### src/rtl/alu_cond_stage.sv
// Execute-stage back end: ARM condition check, flag register,
// gated write enables, EX/MEM pipeline register and perf counters.
//
// Ports:
//   clk, reset      : clock, synchronous active-high reset
//   valid_in        : instruction present in execute
//   cond            : ARM condition field
//   set_flags       : S bit, request flag update
//   alu_control     : ALU operation this cycle (0/1 = add/sub)
//   alu_result      : ALU result
//   alu_flags       : ALU flags {Z,N,C,V}
//   rd_in           : destination register
//   reg_write_in    : register write request
//   mem_write_in    : memory write request
//   stall, flush    : hold pipeline register / insert bubble
//   cond_ex         : condition passes for current instruction (comb)
//   flags_q         : architectural flags {Z,N,C,V}
//   valid_out ..    : registered EX/MEM outputs
//   exec_cnt        : executed instruction count (saturating)
//   annul_cnt       : annulled instruction count (saturating)
module alu_cond_stage #(
    parameter int N     = 32,
    parameter int CNT_W = 16
) (
    input  logic             clk,
    input  logic             reset,
    input  logic             valid_in,
    input  logic [3:0]       cond,
    input  logic             set_flags,
    input  logic [3:0]       alu_control,
    input  logic [N-1:0]     alu_result,
    input  logic [3:0]       alu_flags,
    input  logic [3:0]       rd_in,
    input  logic             reg_write_in,
    input  logic             mem_write_in,
    input  logic             stall,
    input  logic             flush,
    output logic             cond_ex,
    output logic [3:0]       flags_q,
    output logic             valid_out,
    output logic [N-1:0]     result_out,
    output logic [3:0]       rd_out,
    output logic             reg_write_out,
    output logic             mem_write_out,
    output logic [CNT_W-1:0] exec_cnt,
    output logic [CNT_W-1:0] annul_cnt
);

    localparam logic [CNT_W-1:0] CNT_ONE = {{(CNT_W-1){1'b0}}, 1'b1};

    logic             z, n, c, v;
    logic             cond_pass;
    logic             accept;
    logic             upd_flags;

    logic [3:0]       flags_d;
    logic             valid_q, valid_d;
    logic [N-1:0]     result_q, result_d;
    logic [3:0]       rd_q, rd_d;
    logic             rw_q, rw_d;
    logic             mw_q, mw_d;
    logic [CNT_W-1:0] exec_q, exec_d;
    logic [CNT_W-1:0] annul_q, annul_d;

    // Condition is judged against the stored flags only; flags
    // produced by the current instruction are not bypassed.
    assign {z, n, c, v} = flags_q;

    always_comb begin
        cond_pass = 1'b1;
        case (cond)
            4'b0000: cond_pass = z;
            4'b0001: cond_pass = !z;
            4'b0010: cond_pass = c;
            4'b0011: cond_pass = !c;
            4'b0100: cond_pass = n;
            4'b0101: cond_pass = !n;
            4'b0110: cond_pass = v;
            4'b0111: cond_pass = !v;
            4'b1000: cond_pass = c & !z;
            4'b1001: cond_pass = !c | z;
            4'b1010: cond_pass = (n == v);
            4'b1011: cond_pass = (n != v);
            4'b1100: cond_pass = !z & (n == v);
            4'b1101: cond_pass = z | (n != v);
            default: cond_pass = 1'b1;
        endcase
    end

    assign cond_ex   = valid_in & cond_pass;
    assign accept    = !reset & !stall & !flush;
    assign upd_flags = accept & cond_ex & set_flags;

    always_comb begin
        flags_d = flags_q;
        if (upd_flags) begin
            // Only add/sub produce meaningful carry and overflow;
            // every other op leaves C,V as they were.
            if (alu_control == 4'b0000 || alu_control == 4'b0001)
                flags_d = alu_flags;
            else
                flags_d = {alu_flags[3:2], flags_q[1:0]};
        end
    end

    always_comb begin
        valid_d  = valid_q;
        result_d = result_q;
        rd_d     = rd_q;
        rw_d     = rw_q;
        mw_d     = mw_q;
        if (!stall) begin
            if (flush) begin
                valid_d = 1'b0;
                rw_d    = 1'b0;
                mw_d    = 1'b0;
            end else begin
                valid_d  = valid_in;
                result_d = alu_result;
                rd_d     = rd_in;
                rw_d     = reg_write_in & cond_ex;
                mw_d     = mem_write_in & cond_ex;
            end
        end
    end

    always_comb begin
        exec_d  = exec_q;
        annul_d = annul_q;
        if (accept && valid_in) begin
            if (cond_ex) begin
                if (exec_q != '1)
                    exec_d = exec_q + CNT_ONE;
            end else begin
                if (annul_q != '1)
                    annul_d = annul_q + CNT_ONE;
            end
        end
    end

    always_ff @(posedge clk) begin
        if (reset) begin
            flags_q  <= '0;
            valid_q  <= 1'b0;
            result_q <= '0;
            rd_q     <= '0;
            rw_q     <= 1'b0;
            mw_q     <= 1'b0;
            exec_q   <= '0;
            annul_q  <= '0;
        end else begin
            flags_q  <= flags_d;
            valid_q  <= valid_d;
            result_q <= result_d;
            rd_q     <= rd_d;
            rw_q     <= rw_d;
            mw_q     <= mw_d;
            exec_q   <= exec_d;
            annul_q  <= annul_d;
        end
    end

    assign valid_out     = valid_q;
    assign result_out    = result_q;
    assign rd_out        = rd_q;
    assign reg_write_out = rw_q;
    assign mem_write_out = mw_q;
    assign exec_cnt      = exec_q;
    assign annul_cnt     = annul_q;

endmodule
### config.mk
export PLATFORM = sky130hd
export DESIGN_NAME = alu_cond_stage
export DESIGN_NICKNAME = d
export VERILOG_FILES = /design/src/rtl/alu_cond_stage.sv
export SDC_FILE = /design/constraint.sdc
export NUM_CORES = 1
export LEC_CHECK = 0
export BUFFER_PORTS_ARGS = -buffer_cell sky130_fd_sc_hd__buf_2
export CAP_MARGIN = 20
export CORE_MARGIN = 3
export CORE_UTILIZATION = 52
export DETAILED_ROUTE_END_ITERATION = 10
export GPL_TIMING_DRIVEN = 0
export PLACE_DENSITY_LB_ADDON = 0.05
export SLEW_MARGIN = 30
export SYNTH_ARGS = -nofsm -noshare
export SYNTH_HDL_FRONTEND = slang
export SYNTH_SLANG_ARGS = --single-unit
### constraint.sdc
create_clock -name clk -period 3.2 [get_ports clk]
set_input_delay 0.16 -clock clk [delete_from_list [all_inputs] [get_ports clk]]
set_output_delay 0.16 -clock clk [all_outputs]
set_load 0.1 [all_outputs]
==> out/qor.txt <==
Max_cap viols: 0
I/O pins: 132
Synth Area in Simple Gates: 27.2%
Crit-path cells: or4b_1 > nand4_1 > a21oi_1 > o21ai_2 > buf_2 > buf_2 > and2_1 > buf_2
Most frequent cells in the layout: buf_2 (133), nand2_1 (90), dfxtp_1 (72)
Cell Pwr Density: 488 nW/um^2
Unrepaired setup endpoints after global routing: false
NumNets Final: 616
Vias per cell: 5.79
Pleak: 0.00185 uW
Syn_nets: 477
DRC violations left: 0
Vias in the first global route: 3448
Final ANT Viol Nets: 0
DP HPWL: 7070 um
DR vias: 3691
Top FF cell, synth: dfxtp_1
Run status: finished clean
Mux cell area share after synthesis: 1.58%
Worst endpoint required time: 3.04 ns
Slew margin rel.: 40.5%
Slew Viols, Final: 0
CP Class: register to primary output
Worst-path clk slew: 0.08 ns
Total grt overflow: 0
Clock sink count: 75
Synth cell types: 46
Final instance count without filler cells: 638
WHS Path Cells: 2
Least-Margin Pin Slew: 0.885 ns
Synthesized cell area: 3400 um^2
Die area: 7540 um^2
Pre-antenna DRT Iters: 5
Register-to-Register Path Depth: 7
CP Max Fanout: 10
Final wirelength: 9810 um
DIE WIDTH: 86.9 um
Clock latency on the worst-skew pair: 0.35 ns
Achievable frequency: 0.341 GHz
Post-synthesis adder-cell area fraction: 0.736%
Compound-Gate Fraction of Synth Area: 20.9%
Pin count of the biggest net entering global routing: 13
XOR/XNOR share of the synthesized area: 0.773%
Asr flop ratio synth: 0%
EDFF count, synth: 0
Sw Ratio: 30.7%
Flop-to-flop setup slack: 0.64 ns
Initial antenna violation count: 0
Placed Instance Area: 4140 um^2
Main combinational cell family by area after synthesis: simple AND/OR/NAND/NOR gates
GRT Total Usage: 26.3%
Placed insts: 622
Hold path start: reg_write_in
Hold Vio Cnt, Final: 0
Layout cell share with drive strength beyond 1: 29.1%
Clock network power share: 37.2%
Critical Path Slowest Stage Cell: or4b_1
Commonest non-fill, non-tap cell in the layout: buf_2
Fin crit period: 2.93 ns
WL per Instance: 15.4 um
PortBufs: 128
Num CTS Buffers: 9
Yosys warnings: 0
Reg-to-Reg End: exec_cnt[5]
Hold Path End: reg_write_out
Crit path arrival time: 2.77 ns
Setup TNS: 0 ns
FF-to-FF Start: exec_cnt[0]
Clock buffer depth: 2
First-pass GRT wire length: 15900 um
Clk_skew: 0.00982 ns
Seq/Total Area, Yosys: 44.2%
Period Utilization, post-route: 91.6%
Combinational Power Share: 17.2%
Ant. Diodes: 0
CTS tree: done
Post-route cell area: 4350 um^2
Initial core utilization: 55.4%
Maximum VDD drop: 0.308 mV
Synth Register Bits: 75
Hold buffer count at CTS: 0
Worst Setup Start Kind: register
Crit-path max cell delay: 0.44 ns
Crit. End Element: primary output
Switching power: 651 uW
Drt initial violations: 347
P&R area growth vs syn: 28.0%
Die Y: 86.9 um
Core area: 6130 um^2
Gpl congestion: 0.835
H-tree Lvls: 3
Sequential share of power: 45.6%
Cell-internal power: 1470 uW
Syn Area/Cell: 8.11 um^2
Crit-path most repeated cell: buf_2
HP Class: primary input to register
Setup violators final: 0
Syn Inst Count: 419
Rows: 28
CTS Root Cell: clkbuf_8
==> synth_stat cells, types with 7 or more instances <==
cell / n / share of area, %
and3_1: 9 / 1.7
nor2_1: 9 / 0.99
o21ai_0: 10 / 1.5
or4_1: 11 / 2.4
a21oi_1: 62 / 9.1
o311ai_0: 7 / 1.8
dfxtp_1: 75 / 44
nand2_1: 90 / 9.9
o31ai_1: 11 / 2.4
o41ai_1: 10 / 2.6
nand3_1: 18 / 2.7
clkbuf_1: 18 / 2.0
nand4_1: 12 / 2.2
==> area by class of cell <==
cell class	instances	area [um^2]
Clock buffer	11	131
Multi-Input combinational cell	308	1750
Tap cell	75	93.8
Clock inverter	5	77.6
Sequential cell	75	1510
Inverter	6	22.5
Timing Repair Buffer	128	641
Fill cell	517	1780
Buffer	30	134
==> metrics by stage <==
stage               setup slack (ns)  hold WS (ns)  util (%)  total power [uW]
floorplan                    0.00479         0.293         -              1260
global placement               0.468         0.377      67.5              1350
detailed placement             0.479         0.388      67.5              1350
CTS                            0.124        0.0254      70.9              2130
global route                   0.108        0.0120      71.0              2200
finish                         0.270        0.0356      71.0              2120
==> sequential cells by signal (all words and copies together) (netlist names) <==
register       flops
rd_out             4
reg_write_out      1
valid_out          1
result_out        32
mem_write_out      1
flags_q            4
annul_cnt         16
exec_cnt          16
==> worst max-delay path, delay by kind of cell, from the launching register on <==
family,cells,cell delay [ns]
buffers and inverters,3,0.94
and+or+nand+nor,3,0.69
AOI/OAI and AO/OA,2,0.42
DFF,1,0.37
==> kinds of logic (layout without fill, tap and decap cells) <==
kind of cell,after synthesis,in the layout
and+or+nand+nor,185,185
DFF,75,75
buffers and inverters,36,180
xor gates and xnor gates,3,3
AOI/OAI and AO/OA,113,113
adders and majority gates,2,2
muxes,5,5
==> worst max path at each step <==
stage	endpoint	slack (ns)	from	depth (start not counted)
global route	cond_ex	0.11	flags_q[2]	8
global placement	cond_ex	0.47	cond[1]	9
detailed placement	cond_ex	0.48	cond[1]	9
finish	cond_ex	0.27	flags_q[2]	8
floorplan	cond_ex	0.005	flags_q[1]	7
CTS	cond_ex	0.12	flags_q[2]	8
==> power groups by stage <==
stage	Sequential, uW	Clock, uW	Combinational, uW
6_report	967	788	365
5_1_grt	970	842	388
4_1_cts	967	798	364
3_5_place_dp	988	0	363
3_3_place_gp	988	0	359
2_1_floorplan	1150	0	107
==> layer usage <==
layer  global-route usage, %  part of all wire (%)  wire length [um]  up-vias
met5                       0                     0                 0        -
met4                    9.35                   1.5               146        0
met3                    9.84                    11              1050       14
met2                    41.4                    46              4550      172
met1                    33.0                    41              4060     1694
li1                        -                     -                 -     1811
==> repair_timing <==
item                                   CTS  global route
buffers inserted                         0             0
setup endpoints to repair                0             1
gates resized for setup                  0             1
endpoints found under the hold margin    0             0
(Power assumes the default switching activity.)
